[src/rtl/gauss_frame_ctrl.sv]
// gauss_frame_ctrl: frame/raster controller for a 5x5 Gaussian window, emits interior pixel strobes.
// Optional sticky protocol-error output err when GAUSS_FRAME_CTRL_ERR_EN is defined.
module gauss_frame_ctrl #(
  parameter int WIDTH    = 512,
  parameter int HEIGHT   = 512,
  parameter int R_KERNEL = 2
) (
  input  logic       clk,
  input  logic       rst_n,
  input  logic       start,
  input  logic       abort,
  input  logic       in_valid,
  input  logic [7:0] in_pixel,
  output logic       in_ready,
  output logic       buf_write,
  output logic [7:0] buf_pixel,
  output logic       out_valid,
  output logic       out_sof,
  output logic       out_eol,
  output logic       out_eof,
  output logic       busy,
  output logic       done
`ifdef GAUSS_FRAME_CTRL_ERR_EN
  , output logic     err
`endif
);
  localparam int NOUT = (WIDTH - 2*R_KERNEL) * (HEIGHT - 2*R_KERNEL);
  localparam int CW   = $clog2(NOUT + 1);
  localparam int XW   = $clog2(WIDTH);
  localparam int YW   = $clog2(HEIGHT);
  typedef enum logic [1:0] {IDLE, RUN, DONE} state_t;
  state_t          state;
  logic [XW-1:0]   in_col;
  logic [YW-1:0]   in_row;
  logic [CW-1:0]   out_cnt;
  logic            accept, col_end, row_end, emit;
  assign in_ready  = state == RUN;
  assign busy      = state != IDLE;
  assign accept    = in_valid & in_ready;
  assign buf_write = accept;
  assign buf_pixel = in_pixel;
  assign col_end   = in_col == XW'(WIDTH - 1);
  assign row_end   = in_row == YW'(HEIGHT - 1);
  // an abort in the same cycle suppresses the output strobe of that pixel
  assign emit      = accept & ~abort & (in_col >= XW'(2*R_KERNEL)) & (in_row >= YW'(2*R_KERNEL));
  always_ff @(posedge clk or negedge rst_n) begin
    if (!rst_n) begin
      state     <= IDLE;
      in_col    <= '0;
      in_row    <= '0;
      out_cnt   <= '0;
      out_valid <= 1'b0;
      out_sof   <= 1'b0;
      out_eol   <= 1'b0;
      out_eof   <= 1'b0;
      done      <= 1'b0;
    end else begin
      out_valid <= emit;
      out_sof   <= emit && out_cnt == '0;
      out_eol   <= emit & col_end;
      out_eof   <= emit && out_cnt == CW'(NOUT - 1);
      done      <= state == DONE;
      if (emit) out_cnt <= out_cnt + 1'b1;
      if (accept) begin
        in_col <= col_end ? '0 : in_col + 1'b1;
        if (col_end) in_row <= in_row + 1'b1;
      end
      case (state)
        IDLE: if (start) begin
          state   <= RUN;
          in_col  <= '0;
          in_row  <= '0;
          out_cnt <= '0;
        end
        RUN: if (abort) state <= IDLE;
             else if (accept & col_end & row_end) state <= DONE;
        default: state <= IDLE;
      endcase
    end
  end
`ifdef GAUSS_FRAME_CTRL_ERR_EN
  always_ff @(posedge clk or negedge rst_n) begin
    if (!rst_n) err <= 1'b0;
    else if (start && state == IDLE) err <= 1'b0;
    else if ((start && state != IDLE) || (in_valid && state == IDLE)) err <= 1'b1;
  end
`endif
endmodule

[config.mk]
export PLATFORM = sky130hd
export DESIGN_NAME = gauss_frame_ctrl
export DESIGN_NICKNAME = d
export VERILOG_FILES = /design/src/rtl/gauss_frame_ctrl.sv
export SDC_FILE = /design/constraint.sdc
export NUM_CORES = 1
export LEC_CHECK = 0
export BUFFER_PORTS_ARGS = -buffer_cell sky130_fd_sc_hd__buf_2
export CAP_MARGIN = 20
export CORE_ASPECT_RATIO = 1.75
export CORE_MARGIN = 2
export CORE_UTILIZATION = 50
export CTS_CLUSTER_DIAMETER = 30
export CTS_CLUSTER_SIZE = 30
export DETAILED_ROUTE_END_ITERATION = 16
export HOLD_SLACK_MARGIN = 0.12
export PLACE_DENSITY = 0.74
export RECOVER_POWER = 50
export SYNTH_ARGS = -nofsm -noshare
export SYNTH_HDL_FRONTEND = slang
export SYNTH_SLANG_ARGS = --single-unit
[constraint.sdc]
create_clock -name clk -period 2.4 [get_ports clk]
set_input_delay 0.12 -clock clk [delete_from_list [all_inputs] [get_ports clk]]
set_output_delay 0.12 -clock clk [all_outputs]
set_load 0.01 [all_outputs]
Word level (Yosys, flattened, before mapping):

Cells that the tools add are included.

* bits in registers: 43
* bits of input ports: 13
* output and inout bits: 16
* word-level logic and storage cells: 50

* add/subtract/negate cells: 3
* order comparisons: 2
* eq/ne operators: 7
* muxes and demuxes: 15
* bitwise operators: 8
* reduce and logical (&&, ||, !) cells: 6

Operators with widths (number)
* two-way mux 9 bit: 8
* two-way mux 18 bit: 3
* adder 18 x 1 -> 18 bit, second input constant: 1
* adder 9 x 1 -> 9 bit, second input constant: 2
* == test 18 bit, second input constant: 1
* == test 9 bit, second input constant: 2
* >= comparator 9 x 3 -> 1 bit, second input constant: 2
* zero test 18 bit: 1
* bitwise AND 1 bit: 7
* two-way mux 2 bit: 3
* one-hot mux 2 bit (2 select lines): 1
* inequality test 3 x 2 -> 1 bit, second input constant: 1
* == test 2 x 1 -> 1 bit, second input constant: 1
* == test 2 bit, second input constant: 1
* logical AND 1 bit: 2
* zero test 2 bit: 1
* inequality test 2 bit, second input constant: 1
* AND reduction 2 bit: 1
* nonzero test 2 bit: 1
* NOT 1 bit: 1

Longest topological paths before layout:

Gate-level depths: netlist of run 1.

* depth after elaboration: 8
* mapped depth: 9
* depth with buffers taken out: 8

Worst setup path before layout of run 1:

No wires, ideal clock.

* path type: register to register
* from: reg in_col[2]
* to: reg state[0]
* arrival: 1891 ps
* data required time: 2280 ps
* slack: 389 ps
* cell stages (with the launch flop): 9
* period minus slack after synthesis: 2011 ps
* cells stage by stage: dfrtp_1 clkbuf_1 nand4_1 nor3_1 ha_1 and4b_1 clkbuf_1 nand2_1 a31o_2

* longest elaborated chain between the ends: 5

RTL lines
* start, declared: line 33 `logic [XW-1:0] in_col;`
* start signal, assigned: line 65 `in_col <= col_end ? '0 : in_col + 1'b1;`
* == test 9 bit: line 42 `assign col_end = in_col == XW'(WIDTH - 1);`
* bitwise AND 1 bit (2 in series): line 76 `else if (accept & col_end & row_end) state <= DONE;`
* inequality test 3 x 2 -> 1 bit (no source line)
* AND reduction 2 bit (no source line)
* end signal, assigned: line 75 `RUN: if (abort) state <= IDLE;`
* end signal, assigned: line 76
* end signal, assigned: line 77 `default: state <= IDLE;`
* end, declared: line 32 `state_t state;`

No other way between the ends.
A chain may end at the register's enable or synchronous reset.

Final worst setup path of run 1:

Same ends and word-level chain as after synthesis.

==> metrics, run 1 <==
commonest non-fill, non-tap cell in the layout dfrtp_1; post-CTS setup buffer count 0; commonest cells after routing, fill and taps aside dfrtp_1, nand2_1, nor2_1, a21oi_1, nand3_1; maximum vdd drop around 0.41 mV; CTS tree yes; Final Net Count 281; CTS Sinks 43; Area contributors post-synth dfrtp_1, ha_1, a21oi_1; synthesized flop and latch total 43; DRT iter0 DRCs 34; CTS resizes 0; delay-heaviest family, CP simple AND/OR/NAND/NOR gates; worst-path cell chain nand4_1 > nor3_1 > ha_1 > and4b_1 > nand2_1 > a31o_2; Worst-Margin Slew between 0.9 and 1 ns; Row Count 33; ANT cells 0; ys flop type dfrtp_1; Num CTS Buffers 5; Yosys top cell area share 0.4572; Fin Hold WS approximately 0.19 ns; Final Critical Period 2.144 ns; Via density around 6.1; critical path's slowest cell and4b_1; crit path max fanout 12; PwrDens ~540 mW/mm^2; crit path kind reg2reg; DIE WIDTH about 56 um; Reg clk slew, reported paths 0.08 ns; syn nets ~270; Max Slew Vio Count 0; Critical path origin in_col[2]$_DFF_PN0_; Max Fclk around 470 MHz; port buffer count 12; Post-Route WL 5005 um; Post-synth EDFFs 0; initial antenna violation count 0; Worst EP required between 2 and 3 ns; register area about 0.0011 mm^2; status finished clean; Syn Inst Count approximately 250; critical path launch point type register; Synth area leader dfrtp_1; global route total overflow 0; Buf/Inv on CP 0; DRC errors left 0; final setup vio count 0; Mapped Area between 0.002 and 0.0025 mm^2; Worst EP arrival around 2.3 ns; Syn-to-layout area delta 7.390%; min-delay worst type in2async; chip height roughly 95 um; Critical Path Max Stage Delay 0.49 ns; I/O pins 29; Via Count about 1900; die area about 0.0053 mm^2; endpoint type of the worst setup path register; FFs w/ async S/R, synth 1.000; Setup TNS 0 ns; share of cells above drive strength 1 0.1149; Tcrit/Tclk final 0.8934; Yosys warning total 0; final hold vios 0; hold_buf cts 2; hpwl dp ~3500 um; Fillers 444; worst-skew pair later-pin latency between 0.2 and 0.3 ns; CTS H-tree lvls 2; max cap viols 0; wire per inst between 15 and 20 um; register area share after synthesis 0.4572; worst flop-to-flop path startpoint in_col[2]$_DFF_PN0_; largest net degree at the start of global routing 44; Initial Util 0.5089; mean post-synth cell area between 9 and 10 um^2; All-Layer GR Usage 0.2001; post-route ant nets 0; vias in the first global route roughly 1900; Lkg Pwr approximately 1.1 nW; drt first pass iters 4; routability cong. 0.8279; Worst Clk Skew roughly 0.0086 ns; core area between 0.004 and 0.005 mm^2; clk buf depth 2; area of the multi-input gates around 0.0011 mm^2; first-pass GRT wire length 8328 um; Cell variety after synth 34; slew margin rel. 0.3402; clock root buffer master clkbuf_8; RSZ-0062 raised after global routing false
==> through the flow <==
stage                     cells  utilization  worst slack [ns]  total power [mW]  instance area (um^2)
final                       313       0.5465            0.2558             1.369                  2527
after CTS                   312       0.5457            0.2463             1.379                  2524
after global placement      302       0.5198            0.2711            0.8691                  2404
after floorplan             253            -            0.3891            0.8367                  2354
after global routing        313       0.5465           0.06761             1.419                  2527
after detailed placement    302       0.5198            0.2603            0.8721                  2404
==> flip-flops by register name, summed over array words and instances, names as in the netlist <==
| signal | flops |
|---|---|
| state | 2 |
| out_eof | 1 |
| in_col | 9 |
| out_eol | 1 |
| in_row | 9 |
| done | 1 |
| out_cnt | 18 |
| out_sof | 1 |
| out_valid | 1 |
==> worst register-to-register path, delay by kind of cell (launching register included) <==
kind	cells	cell delay, ns
flops	1	0.47
fa+ha+maj	1	0.21
simple gates	4	1.11
compound gates	1	0.26
==> report_power, final <==
| part | switching [mW] | internal [mW] |
|---|---|---|
| sequential | 0.0155 | 0.734 |
| clock | 0.248 | 0.263 |
| combinational | 0.0733 | 0.0356 |
==> logic make-up (layout without fill, tap and decap cells) <==
family          count (synthesis)  after routing  synth area share
simple gates                  116            116            0.2717
flops                          43             43            0.4572
compound gates                 37             37           0.09463
buf+inv                        31             39           0.06379
xor+xnor                       12             12           0.04466
fa+ha+maj                       8              8           0.04253
mux                             6              6           0.02552
==> path summary, 6_finish.rpt <==
kind	cells after the start	endpoint	slack [ns]
max	6	state[0]$_DFFE_PN0P_	0.26
min	2	out_cnt[5]$_DFF_PN0_	0.19
max reg2reg	6	state[0]$_DFFE_PN0P_	0.26
min reg2reg	1	state[1]$_DFFE_PN0P_	0.53
max in group asynchronous	3	in_col[5]$_DFF_PN0_	0.97
min in group clk	0	buf_pixel[3]	0.24
==> cell usage after synthesis (all sizes together) (2+ instances only) <==
cell / instances
a21oi: 18
or2: 4
nor4: 10
dfrtp: 43
xor2: 9
and3: 3
or4: 12
xnor2: 3
o21ai: 5
inv: 12
nand2: 24
buf: 11
ha: 8
or3: 4
and4: 4
o31ai: 10
nor2: 19
nor3: 6
clkbuf: 8
nor2b: 2
nand3: 14
nand4: 9
and2: 2
mux2i: 6
==> layout make-up <==
cell class / count / share of cell area
flip-flops and latches: 43 / 0.4257
inverters: 12 / 0.01782
well taps: 52 / 0.02574
repair buffers: 19 / 0.04505
multi-input cells: 179 / 0.4460
clock buffers: 8 / 0.03960
==> per-layer routing <==
layer	wire (um)	GRT usage	vias up
met5	0	0	-
li1	-	-	921
met4	192	0.1230	0
met2	2773	0.3780	43
met3	145	0.03288	14
met1	1894	0.2012	938
(Power assumes the default switching activity.)
==> run 2: changes to the inputs <==
--- a/config.mk
+++ b/config.mk
@@ -14,7 +14,7 @@
 export CTS_CLUSTER_SIZE = 30
 export DETAILED_ROUTE_END_ITERATION = 16
 export HOLD_SLACK_MARGIN = 0.12
-export PLACE_DENSITY = 0.74
+export PLACE_DENSITY = 0.7
 export RECOVER_POWER = 50
 export SYNTH_ARGS = -nofsm -noshare
 export SYNTH_HDL_FRONTEND = slang
==> metrics, run 2 (synthesized netlist as in run 1, its figures left out) <==
status finished clean; hold_buf cts 2; Cell Area, Placed ~0.0024 mm^2; die area around 0.0053 mm^2; Syn-to-layout area delta 6.326%; final hold vios 0; drt first pass iters 4; Row Count 33; max cap viols 0; r2r setup slk approximately 0.32 ns; hpwl dp 3364 um; global route total overflow 0; initial antenna violation count 0; Worst Hold Path Cells 0; commonest non-fill, non-tap cell in the layout dfrtp_1; Worst-Margin Slew 1.207 ns; Worst EP required ~2.6 ns; CTS resizes 0; Fillers 445; crit path kind reg2reg; first-pass GRT wire length approximately 8400 um; Reg2Reg Depth 7; port buffer count 12; Num CTS Buffers 5; worst flop-to-flop path startpoint in_col[2]$_DFF_PN0_; Via density 5.917; Critical path origin in_col[2]$_DFF_PN0_; core area approximately 0.0046 mm^2; final setup vio count 0; Setup TNS 0 ns; Reg clk slew, reported paths roughly 0.08 ns; Tcrit/Tclk final 0.8659; Max Fclk a little under 500 MHz; Via Count ~1900; All-Layer GR Usage 0.2018; Max Slew Vio Count 0; DIE WIDTH roughly 56 um; post-CTS setup buffer count 0; ANT cells 0; Lkg Pwr about 1.1 nW; post-route ant nets 0; CTS Sinks between 40 and 50; CTS tree yes; register area about 0.0011 mm^2; min-delay worst type in2out; share of cells above drive strength 1 0.09195; Final Net Count between 200 and 300; DRT iter0 DRCs between 70 and 80; maximum vdd drop ~0.42 mV; fin area roughly 0.0025 mm^2; number of flip-flops in the largest register 18; slew margin rel. 0.1952; RSZ-0062 raised after global routing false; Final Critical Period between 2 and 2.5 ns; routability cong. around 0.82; critical path launch point type register; Largest regs out_cnt (18), in_col (9), in_row (9); largest net degree at the start of global routing between 40 and 50; clk buf depth 2; post-layout power 1.305 mW; area of the multi-input gates around 0.0011 mm^2; vias in the first global route approximately 1900; DRC errors left 0; chip height approximately 95 um; crit path max fanout 12; Initial Util 0.5089; PwrDens 521.3 mW/mm^2; hold endpoint buf_pixel[3]; r2r endpoint in_row[4]$_DFF_PN0_; Worst Clk Skew roughly 0.0036 ns; largest reg by FF count out_cnt; Min-Delay Startpoint in_pixel[3]; Post-Route WL between 4000 and 5000 um; Worst EP arrival between 2 and 2.5 ns; worst-skew pair later-pin latency 0.29 ns; CTS H-tree lvls 2; clock root buffer master clkbuf_8; commonest cells after routing, fill and taps aside dfrtp_1, nand2_1, nor2_1, a21oi_1, nand3_1; wire per inst around 15 um; I/O pins 29; endpoint type of the worst setup path register
==> run 2: worst max-delay path by stage <==
stage,to,depth (start not counted)
global route,in_row[3]$_DFF_PN0_,7
floorplan,state[0]$_DFFE_PN0P_,8
global placement,in_row[4]$_DFF_PN0_,7
detailed placement,state[1]$_DFFE_PN0P_,6
CTS,state[1]$_DFFE_PN0P_,6
finish,in_row[4]$_DFF_PN0_,7
==> run 2: layout make-up <==
cell class | count | share of cell area
clock buffers | 7 | 0.03050
clock inverters | 1 | 0.002000
inverters | 12 | 0.01800
multi-input cells | 179 | 0.4505
flip-flops and latches | 43 | 0.4300
well taps | 52 | 0.02600
repair buffers | 19 | 0.04300
==> run 2: worst max-delay path, cell delays in order (launching register included) <==
cell and delay (ns):
dfrtp_1 0.48, nand4_1 0.19, nor3_1 0.22, ha_1 0.19, and4b_1 0.48, nand4_1 0.17
xor2_1 0.17, nor2_1 0.05
==> run 2: per-stage QoR <==
step	utilization	setup WS (ns)	std cells	hold WS, ns
floorplan	-	0.3891	253	-0.1756
global placement	0.5198	0.3067	302	0.2401
detailed placement	0.5198	0.2994	302	0.2401
CTS	0.5417	0.2767	312	0.2401
global route	0.5411	0.1233	313	0.2400
finish	0.5411	0.3218	313	0.2400
==> run 2: power breakdown <==
part           switching [mW]  internal, mW  total (mW)
registers              0.0153         0.734       0.749
clock network           0.242         0.204       0.446
logic                  0.0727        0.0361       0.109
total                   0.330         0.975        1.30
==> run 2: routing by layer <==
layer	GRT usage	vias up	routed length (um)
li1	-	920	-
met1	0.1941	904	1813
met2	0.3929	18	2640
met3	0.03836	10	102
met4	0.1131	0	120
met5	0	-	0
==> run 3: changes to the inputs <==
==> constraint.sdc (replaced) <==
create_clock -name clk -period 2.4 [get_ports clk]
set_input_delay 0.36 -clock clk [delete_from_list [all_inputs] [get_ports clk]]
set_output_delay 0.36 -clock clk [all_outputs]
set_load 0.01 [all_outputs]
==> metrics, run 3 (synthesized netlist as in run 1, its figures left out) <==
status finished clean; Worst Setup EP in_row[6]$_DFF_PN0_; Num CTS Buffers 5; routability cong. ~0.83; Final Critical Period approximately 2.1 ns; crit path max fanout 12; slew margin rel. 0.4194; Worst EP arrival 2.28 ns; maximum vdd drop ~0.35 mV; r2r setup slk around 0.28 ns; share of cells above drive strength 1 0.1115; Setup TNS 0 ns; Largest regs out_cnt (18), in_col (9), in_row (9); I/O pins 29; Lkg Pwr between 1 and 1.5 nW; Via density approximately 6.0; worst flop-to-flop path startpoint in_col[2]$_DFF_PN0_; largest reg by FF count out_cnt; DRC errors left 0; Tcrit/Tclk final 0.8825; chip height 94.76 um; commonest non-fill, non-tap cell in the layout dfrtp_1; number of flip-flops in the largest register 18; post-CTS setup buffer count 0; crit path kind reg2reg; hpwl dp 3511 um; final setup vio count 0; Reg clk slew, reported paths around 0.080 ns; CTS tree yes; Worst-Margin Slew about 0.87 ns; Reg2Reg Depth 7; CTS Sinks 43; DRT iter0 DRCs 45; Post-Route WL 4744 um; Worst Clk Skew about 0.0084 ns; CTS H-tree lvls 2; first-pass GRT wire length between 8000 and 9000 um; RSZ-0062 raised after global routing false; All-Layer GR Usage 0.1997; max cap viols 0; commonest cells after routing, fill and taps aside dfrtp_1, nand2_1, nor2_1, a21oi_1, nand3_1; largest net degree at the start of global routing 30; post-route ant nets 0; Via Count around 1900; drt first pass iters 4; CTS resizes 0; die area about 0.0053 mm^2; initial antenna violation count 0; Critical path origin in_col[2]$_DFF_PN0_; Max Fclk 472.2 MHz; DIE WIDTH around 56 um; Final WS setup around 0.28 ns; Worst EP required about 2.6 ns; ANT cells 0; final hold vios 0; port buffer count 12; r2r endpoint in_row[6]$_DFF_PN0_; clk buf depth 2; Max Slew Vio Count 0; endpoint type of the worst setup path register; Final Net Count 281; Initial Util 0.5089; Post-Place Worst Slack about 0.23 ns; vias in the first global route 1853; wire per inst between 15 and 20 um; clock root buffer master clkbuf_8; core area 0.004624 mm^2; critical path launch point type register; PwrDens 527.5 mW/mm^2; global route total overflow 0; Row Count 33; min-delay worst type in2reg; worst-skew pair later-pin latency ~0.3 ns; Syn-to-layout area delta 6.539%
[run 3: cell count changes in the layout (fill, tap and decap cells not counted)]
| cell | delta |
|---|---|
| clkbuf_1 | -5 |
| buf_2 | +5 |
| clkbuf_8 | +1 |
| dlygate4sd3_1 | -1 |
| clkbuf_2 | -1 |
[run 3: repair_timing]
action                                  CTS  global route
hold buffers                              1             0
endpoints found under the hold margin    14             0
endpoints found under the setup margin    0             0
[run 3: worst max-delay path, stage by stage (launching register included)]
cell and delay [ns]:
dfrtp_1 0.47, nand4_1 0.19, nor3_1 0.22, ha_1 0.20, and4b_1 0.52, nand3_1 0.17
xor2_1 0.17, nor2_1 0.06
[run 3: power by group]
group	leakage, nW	switching (mW)	internal, mW	total [mW]
Combinational	0.471	0.0723	0.0350	0.107
Clock	0.0470	0.240	0.226	0.466
Sequential	0.598	0.0152	0.734	0.749
Total	1.12	0.328	0.995	1.32
[run 3: cell type report]
class	instances	area, um^2
inverter	12	45.04
sequential	43	1076
multi-input combinational	179	1127
tap	52	65.06
timing repair buffer	19	106.4
clock inverter	1	5.005
clock buffer	6	82.58
fill	439	2117
[run 3: stage by stage]
step	hold WS [ns]	instances	total power, mW	instance area (um^2)	utilization
6_report	0.2746	312	1.323	2507	0.5422
5_1_grt	0.2860	312	1.384	2507	0.5422
4_1_cts	0.2720	312	1.337	2516	0.5441
3_5_place_dp	0.3017	304	0.8752	2419	0.5230
3_3_place_gp	0.2947	304	0.8715	2419	0.5230
2_1_floorplan	0.06441	253	0.8367	2354	-
[run 3: layer usage]
layer,wire length (um),vias to the layer above,track usage,part of all wire
li1,-,914,-,-
met5,0,-,0,0
met4,133,0,0.1071,0.028
met2,2605,32,0.3929,0.55
met3,134,12,0.03151,0.028
met1,1869,905,0.1947,0.39
[run 3: worst min-delay path by stage]
stage                      from                     to  slack [ns]  cells past startpoint
after floorplan           rst_n         done$_DFF_PN0_        0.06                      0
after global placement    rst_n  out_cnt[16]$_DFF_PN0_        0.29                      1
after detailed placement  rst_n    out_valid$_DFF_PN0_        0.30                      1
after CTS                 abort   state[1]$_DFFE_PN0P_        0.27                      2
after global routing      abort   state[1]$_DFFE_PN0P_        0.29                      2
final                     abort   state[1]$_DFFE_PN0P_        0.27                      2
